==> config.mk <==
export PLATFORM = sky130hd
export DESIGN_NAME = morphle_ycell
export DESIGN_NICKNAME = d
export VERILOG_FILES = /design/src/rtl/morphle_ycell.sv
export SDC_FILE = /design/constraint.sdc
export NUM_CORES = 1
export LEC_CHECK = 0
export CORE_MARGIN = 3
export CORE_UTILIZATION = 39
export DETAILED_ROUTE_END_ITERATION = 8
export MAX_ROUTING_LAYER = met4
export PLACE_DENSITY_LB_ADDON = 0.05
export SLEW_MARGIN = 0
export SYNTH_ARGS = -nofsm -noshare
export SYNTH_HDL_FRONTEND = slang
export SYNTH_SLANG_ARGS = --single-unit
export TNS_END_PERCENT = 1
==> constraint.sdc <==
create_clock -name clk -period 1.8 [get_ports clk]
set_input_delay 0.54 -clock clk [delete_from_list [all_inputs] [get_ports clk]]
set_output_delay 0.54 -clock clk [all_outputs]
set_load 0.1 [all_outputs]
==> src/rtl/morphle_ycell.sv <==
// Morphle Logic "yellow cell": serially configured tile moving dual-rail data down/right and acks up/left.
// Optional define YCELL_NCELL_EN turns code 101 into the inverted 'N' match cell (otherwise it is a space).
module morphle_ycell (
    input  logic       clk,
    input  logic       reset,
    input  logic       confclk,
    input  logic       cbitin,
    output logic       cbitout,
    output logic       hempty,
    output logic       vempty,
    input  logic       uempty,
    input  logic       dempty,
    input  logic       lempty,
    input  logic       rempty,
    input  logic [1:0] uin,
    input  logic [1:0] din,
    input  logic [1:0] lin,
    input  logic [1:0] rin,
    output logic [1:0] uout,
    output logic [1:0] dout,
    output logic [1:0] lout,
    output logic [1:0] rout
);
    localparam logic [2:0] CODE_CROSS  = 3'b100;
    localparam logic [2:0] CODE_HWIRE  = 3'b010;
    localparam logic [2:0] CODE_VWIRE  = 3'b110;
    localparam logic [2:0] CODE_YMATCH = 3'b001;
`ifdef YCELL_NCELL_EN
    localparam logic [2:0] CODE_NMATCH = 3'b101;
`endif
    localparam logic [1:0] DR_NULL = 2'b00;
    localparam logic [1:0] DR_ZERO = 2'b01;
    localparam logic [1:0] DR_ONE  = 2'b10;

    logic [2:0] cfg_reg;
    logic       confclk_prev_reg;
    logic       is_match;
    logic       is_inv;
    logic [1:0] u_val, d_val, l_val, r_val, v_val, match_val;
    logic [1:0] uout_next, dout_next, lout_next, rout_next;

    // Top/left boundary flags are never consulted: those edges are fed by array I/O.
    logic unused_edge;
    assign unused_edge = uempty ^ lempty;

    always_ff @(posedge clk) begin
        if (reset) begin
            cfg_reg          <= 3'b000;
            confclk_prev_reg <= 1'b0;
        end else begin
            confclk_prev_reg <= confclk;
            if (confclk && !confclk_prev_reg)
                cfg_reg <= {cbitin, cfg_reg[2:1]};
        end
    end

    assign cbitout = cfg_reg[0];

    always_comb begin
        hempty   = 1'b1;
        vempty   = 1'b1;
        is_match = 1'b0;
        is_inv   = 1'b0;
        case (cfg_reg)
            CODE_CROSS:  begin hempty = 1'b0; vempty = 1'b0; end
            CODE_HWIRE:  hempty = 1'b0;
            CODE_VWIRE:  vempty = 1'b0;
            CODE_YMATCH: begin hempty = 1'b0; vempty = 1'b0; is_match = 1'b1; end
`ifdef YCELL_NCELL_EN
            CODE_NMATCH: begin hempty = 1'b0; vempty = 1'b0; is_match = 1'b1; is_inv = 1'b1; end
`endif
            default: ;
        endcase
    end

    function automatic logic [1:0] clean(input logic [1:0] x);
        return (x == 2'b11) ? DR_NULL : x;
    endfunction

    always_comb begin
        u_val = clean(uin);
        d_val = clean(din);
        l_val = clean(lin);
        r_val = clean(rin);
        // Swapping the rails complements a valid value and leaves null untouched.
        v_val = is_inv ? {u_val[0], u_val[1]} : u_val;
        if (l_val == DR_NULL || v_val == DR_NULL)
            match_val = DR_NULL;
        else if (l_val == DR_ONE && v_val == DR_ONE)
            match_val = DR_ONE;
        else
            match_val = DR_ZERO;

        dout_next = vempty ? DR_NULL : u_val;
        uout_next = vempty ? DR_NULL : (dempty ? dout_next : d_val);
        rout_next = hempty ? DR_NULL : (is_match ? match_val : l_val);
        lout_next = hempty ? DR_NULL : (rempty ? rout_next : r_val);
    end

    always_ff @(posedge clk) begin
        if (reset) begin
            uout <= DR_NULL;
            dout <= DR_NULL;
            lout <= DR_NULL;
            rout <= DR_NULL;
        end else begin
            uout <= uout_next;
            dout <= dout_next;
            lout <= lout_next;
            rout <= rout_next;
        end
    end
endmodule

==> results of run 1 <==
## power breakdown
group	total (mW)	internal, mW	switching (mW)
clock	0.218	0.123	0.0947
sequential	0.275	0.271	0.00441
combinational	0.211	0.102	0.109
## through the flow
stage	cell area (µm²)	hold slack, ns	TNS, ns	utilization [%]
5_1_grt	1150	0.590	-0.201	84.1
6_report	1150	0.555	-0.0983	84.1
3_5_place_dp	1020	0.540	-1.28	74.7
4_1_cts	1110	0.532	-0.136	81.4
2_1_floorplan	603	0.559	-0.0457	-
3_3_place_gp	1020	0.532	-1.14	74.7
## critical path, delay by kind of cell, from the launching register on
kind / cells / cell delay (ns)
buffers and inverters: 1 / 0.16
and+or+nand+nor: 1 / 0.39
AOI/OAI and AO/OA: 1 / 0.14
DFF: 1 / 0.35
## how the worst max path moves through the flow
stage	from	endpoint	slack, ns
after floorplan	cfg_reg[0]	vempty	-0.04
after global routing	cfg_reg[1]	hempty	-0.10
after CTS	cfg_reg[0]	hempty	-0.07
final	cfg_reg[1]	hempty	-0.06
after detailed placement	uin[0]	lout[0]	-0.47
after global placement	uin[0]	lout[0]	-0.38
## what timing repair did
item                       CTS  global route
pin swaps                    2             2
setup endpoints to repair    4             5
gates resized for setup      7             7
setup buffers                2             2
## cells in the mapped netlist (all sizes together)
master / instances / area share (%)
or3b: 1 / 1.5
and2b: 1 / 1.3
ha: 5 / 11
buf: 1 / 1.9
nor2: 6 / 3.8
o211ai: 1 / 1.3
a21oi: 3 / 2.5
nor3: 2 / 1.7
inv: 5 / 3.2
a211oi: 2 / 3.4
nor2b: 2 / 2.1
mux2i: 4 / 6.8
a2111oi: 1 / 2.5
o21ba: 1 / 1.7
dfxtp: 12 / 41
or3: 1 / 1.1
and2: 2 / 2.1
o21a: 1 / 1.5
o21bai: 1 / 1.3
xnor2: 1 / 1.5
nor3b: 4 / 7.0
o21ai: 1 / 0.84
## routing by layer
metal | part of all wire (%) | wire (µm) | vias to the layer above
met5 | 0 | 0 | -
met4 | 0.53 | 8 | 0
met3 | 7.5 | 113 | 2
met2 | 50 | 757 | 23
met1 | 42 | 630 | 256
li1 | - | - | 276
## layout by cell type, fill, tap and decap left out, types with 2 or more instances in the layout
cell type	count
ha_1	3
inv_1	3
dlymetal6s2s_1	4
nor2b_1	2
clkdlybuf4s50_1	9
ha_4	2
mux2i_1	3
dfxtp_1	10
buf_12	11
a21oi_1	3
nor3_1	2
buf_4	12
nor3b_1	3
inv_2	2
nor2_1	5
clkbuf_4	3
and2_1	2
## final cells by class
class | count | area (µm²)
Inverter | 5 | 18.8
Clock buffer | 4 | 36.3
Fill cell | 83 | 218
Tap cell | 15 | 18.8
Multi-Input combinational cell | 40 | 379
Timing Repair Buffer | 36 | 450
Sequential cell | 12 | 245
## cell families after synthesis
kind of cell,Yosys count
flops,12
xor+xnor,1
mux,4
compound gates,11
simple gates,19
buf+inv,6
fa+ha+maj,5
==> metrics.cfg, run 1 <==
[route]
routedWlPerCell_um = 13.5
routed_wl_um = 1510
dr_total_vias = 557
drt-vias-per-instance = 4.97
ant_nets = 0
drc = 0
drtPass1Iterations = 3
initialDrtViolationCount = 3

[grt]
grt_use_met2_pct = 29.4
antenna_found_initial = 0
grtUsageMet1_pct = 21.5
grt-ovfl-total = 0
grt_use_met3_pct = 6.37
grt_max_degree = 8
first_global_vias = 608
grt-busiest-layer = met2
grtUsageTotal_pct = 18.5
grt_first_pass_wirelength_um = 2600

[die]
start_util_pct = 43.3
dieArea_um2 = 2020
chipHeight_um = 45.0
rows = 13
die_x_um = 45.0
io_pins = 27
core_region_area_um2 = 1370

[pwr]
p_total_uw = 704
leakage_nw = 0.505
power.density_nw_per_um2 = 613
ir_worst_vdd_uv = 413

[timing]
finalCritPeriodShare_pct = 103
hold_viol = 0
slew_headroom_pct = 76.1
worstMarginPinSlew_ns = 0.357
fmax_mhz = 537
rsz0062_at_grt = true
fin_crit_ns = 1.86
slew_viol_final = 0
fin_skew_ns = 0.00534
layout_setup_ws_ns = -0.0618
setup_viol = 2

[synth]
syn_inst = 58
synth_seq_area_share_pct = 40.6
synth_area_um2 = 592
ys_types = 24
synthMuxAreaShare_pct = 6.77
synth-seq-cells = 12
synth-simple-area-share_pct = 20.5
synth_top_family_by_area = simple AND/OR/NAND/NOR gates
yosys.area_share.adder_pct = 10.6
syn_nets = 79
synth.avg_cell_area_um2 = 10.2
yosysWarnings = 0
synth_compound_area_share_pct = 15.0
synth_xor_area_share_pct = 1.48

[finish]
area_growth_pct = 94.1
final_cells = 112
largest_reg_flops = 3
drive_above_1_share_pct = 43.3
n_antenna_cell = 0
nNetsFinal = 119

[outcome]
status = finished, violations left
violations = setup timing

[clock_tree]
path_clk_slew_ns = 0.08
cts-root-buf = clkbuf_4
cts_hold_buf = 0
cts_made_buffers = 3
h-tree-depth = 1
cts_tree = yes
clk_latency_ns = 0.28
clockBufferDepth = 2
clkSinkCount = 12

[worst_hold_path]
whs_path_depth = 2
worstHoldStart = cfg_reg[1]
min_delay_worst_endpoint = cfg_reg[1]
hp-class = reg2reg

[worst_setup_path]
r2r-start = cfg_reg[0]
path_cells = or3b_4 > o21a_4 > buf_12
crit_path_start_kind = flop
crit_type = reg2out
required_ns = 1.26
arrival_ns = 1.32
max_stage_delay_ns = 0.39
slowest_stage = or3b_4
crit_fanout = 4
r2r-end = rout[0]
end_kind = output port
worst-r2r-cell-count = 7
rrSetupSlack_ns = 0.27

[flow_run]
drv_cap = 0

[placed_design]
dpl.hpwl_um = 1080
dp.cells = 104
port_buffers = 24
dp_slack_ns = -0.472
gp_congestion = 0.704

No activity file was read; power rests on OpenSTA's default activity.
==> run 2: changes to the inputs <==
Settings changed: CORE_UTILIZATION 39 to 42, SLEW_MARGIN 0 to 40.
Clock period 1.8 ns to 2.37 ns, I/O delays scaled along.
==> metrics.cfg, run 2 (synthesis gave the netlist of run 1 again) <==
[route]
routed_wl_um = 1160
drtPass1Iterations = 4
dr_total_vias = 501
drc = 0
drt-vias-per-instance = 5.01
routedWlPerCell_um = 11.6
initialDrtViolationCount = 7
ant_nets = 0

[flow_run]
drv_cap = 0

[grt]
grt_first_pass_wirelength_um = 1900
first_global_vias = 445
antenna_found_initial = 0
grt_max_degree = 11
grtUsageTotal_pct = 14.5
grt-ovfl-total = 0

[worst_setup_path]
end_kind = output port
r2r-end = rout[0]
worst-r2r-cell-count = 4
r2r-start = cfg_reg[1]
crit_type = reg2out
rrSetupSlack_ns = 1.01
path_cells = or3b_1 > o21a_2 > buf_12
max_stage_delay_ns = 0.43
crit_fanout = 5
arrival_ns = 1.44
slowest_stage = or3b_1
crit_path_start_kind = flop
required_ns = 1.66

[worst_hold_path]
min_delay_worst_endpoint = cfg_reg[0]
hp-class = reg2reg
worstHoldStart = cfg_reg[0]
whs_path_depth = 2

[clock_tree]
cts_made_buffers = 3
cts_tree = yes
h-tree-depth = 1
clockBufferDepth = 2
cts-root-buf = clkbuf_4
postCtsResizedCells = 0
path_clk_slew_ns = 0.08
clkSinkCount = 12
clk_latency_ns = 0.28
cts_hold_buf = 0
cts_setup_buffers = 0

[timing]
slew_headroom_pct = 75.1
worstMarginPinSlew_ns = 0.373
fin_crit_ns = 2.15
hold_viol = 0
slew_viol_final = 0
layout_setup_ws_ns = 0.218
finalCritPeriodShare_pct = 90.8
fin_skew_ns = 0.00469
setup_viol = 0
fmax_mhz = 465
hold-worst-slack_ns = 0.589
rsz0062_at_grt = false

[finish]
largest_reg_flops = 3
n_antenna_cell = 0
final_util_pct = 73.0
mostFrequentLayoutCell = clkdlybuf4s50_1
drive_above_1_share_pct = 26.7
nNetsFinal = 108
design_area_um2 = 888
area_growth_pct = 50.1
final_cell_mix = clkdlybuf4s50_1, dfxtp_1, buf_4

[die]
rows = 12
io_pins = 27
die_x_um = 43.5
chipHeight_um = 43.5
core_region_area_um2 = 1220
start_util_pct = 48.7
dieArea_um2 = 1900

[pwr]
power.density_nw_per_um2 = 555
p_total_uw = 493
ir_worst_vdd_uv = 345
leakage_nw = 0.382

[outcome]
status = complete, no violations

[placed_design]
placedInstanceArea_um2 = 852
port_buffers = 24
dpl.hpwl_um = 952
dp_slack_ns = -0.0143
gp_congestion = 0.755

run 2: cell types whose count changed in the layout (fill, tap and decap cells not counted), sizes merged:
cell / previous run / this run
clkdlybuf4s50: 9 / 13
dlymetal6s2s: 4 / 0
buf: 23 / 12
run 2: cell type report:
cell class,count,area (µm²)
multi-input cells,40,329
clock buffers,4,36.3
fillers,95,328
inverters,5,18.8
well taps,14,17.5
repair buffers,25,245
flip-flops and latches,12,241
run 2: worst max-delay path: cells and delay by family, from the launching register on:
kind                   cells  cell delay, ns
buffers and inverters      1            0.18
AOI/OAI and AO/OA          1            0.19
and+or+nand+nor            1            0.43
DFF                        1            0.37
run 2: layer usage:
metal | share of wire, % | global-route usage [%]
met2 | 46 | 20.4
met3 | 9.1 | 7.88
met4 | 0.87 | 7.23
met1 | 44 | 16.6
met5 | 0 | -
run 2: how the worst max path moves through the flow:
stage	start	to	slack, ns	cells past startpoint
after floorplan	cfg_reg[0]	vempty	0.22	2
after detailed placement	uin[0]	lout[0]	-0.01	6
after CTS	cfg_reg[1]	hempty	0.20	3
after global placement	uin[0]	lout[0]	-0.02	6
after global routing	cfg_reg[1]	hempty	0.15	3
final	cfg_reg[1]	hempty	0.22	3
run 2: per-stage QoR:
stage               TNS [ns]  instances
global placement     -0.0173         96
detailed placement   -0.0143         96
finish                     0        100
floorplan                  0         58
CTS                        0        100
global route               0        100
run 2: report_power, final:
part / total, mW / leakage [nW] / internal [mW] / switching, mW
clock network: 0.162 / 0.0210 / 0.0935 / 0.0681
registers: 0.211 / 0.0979 / 0.207 / 0.00415
logic: 0.121 / 0.263 / 0.0512 / 0.0699
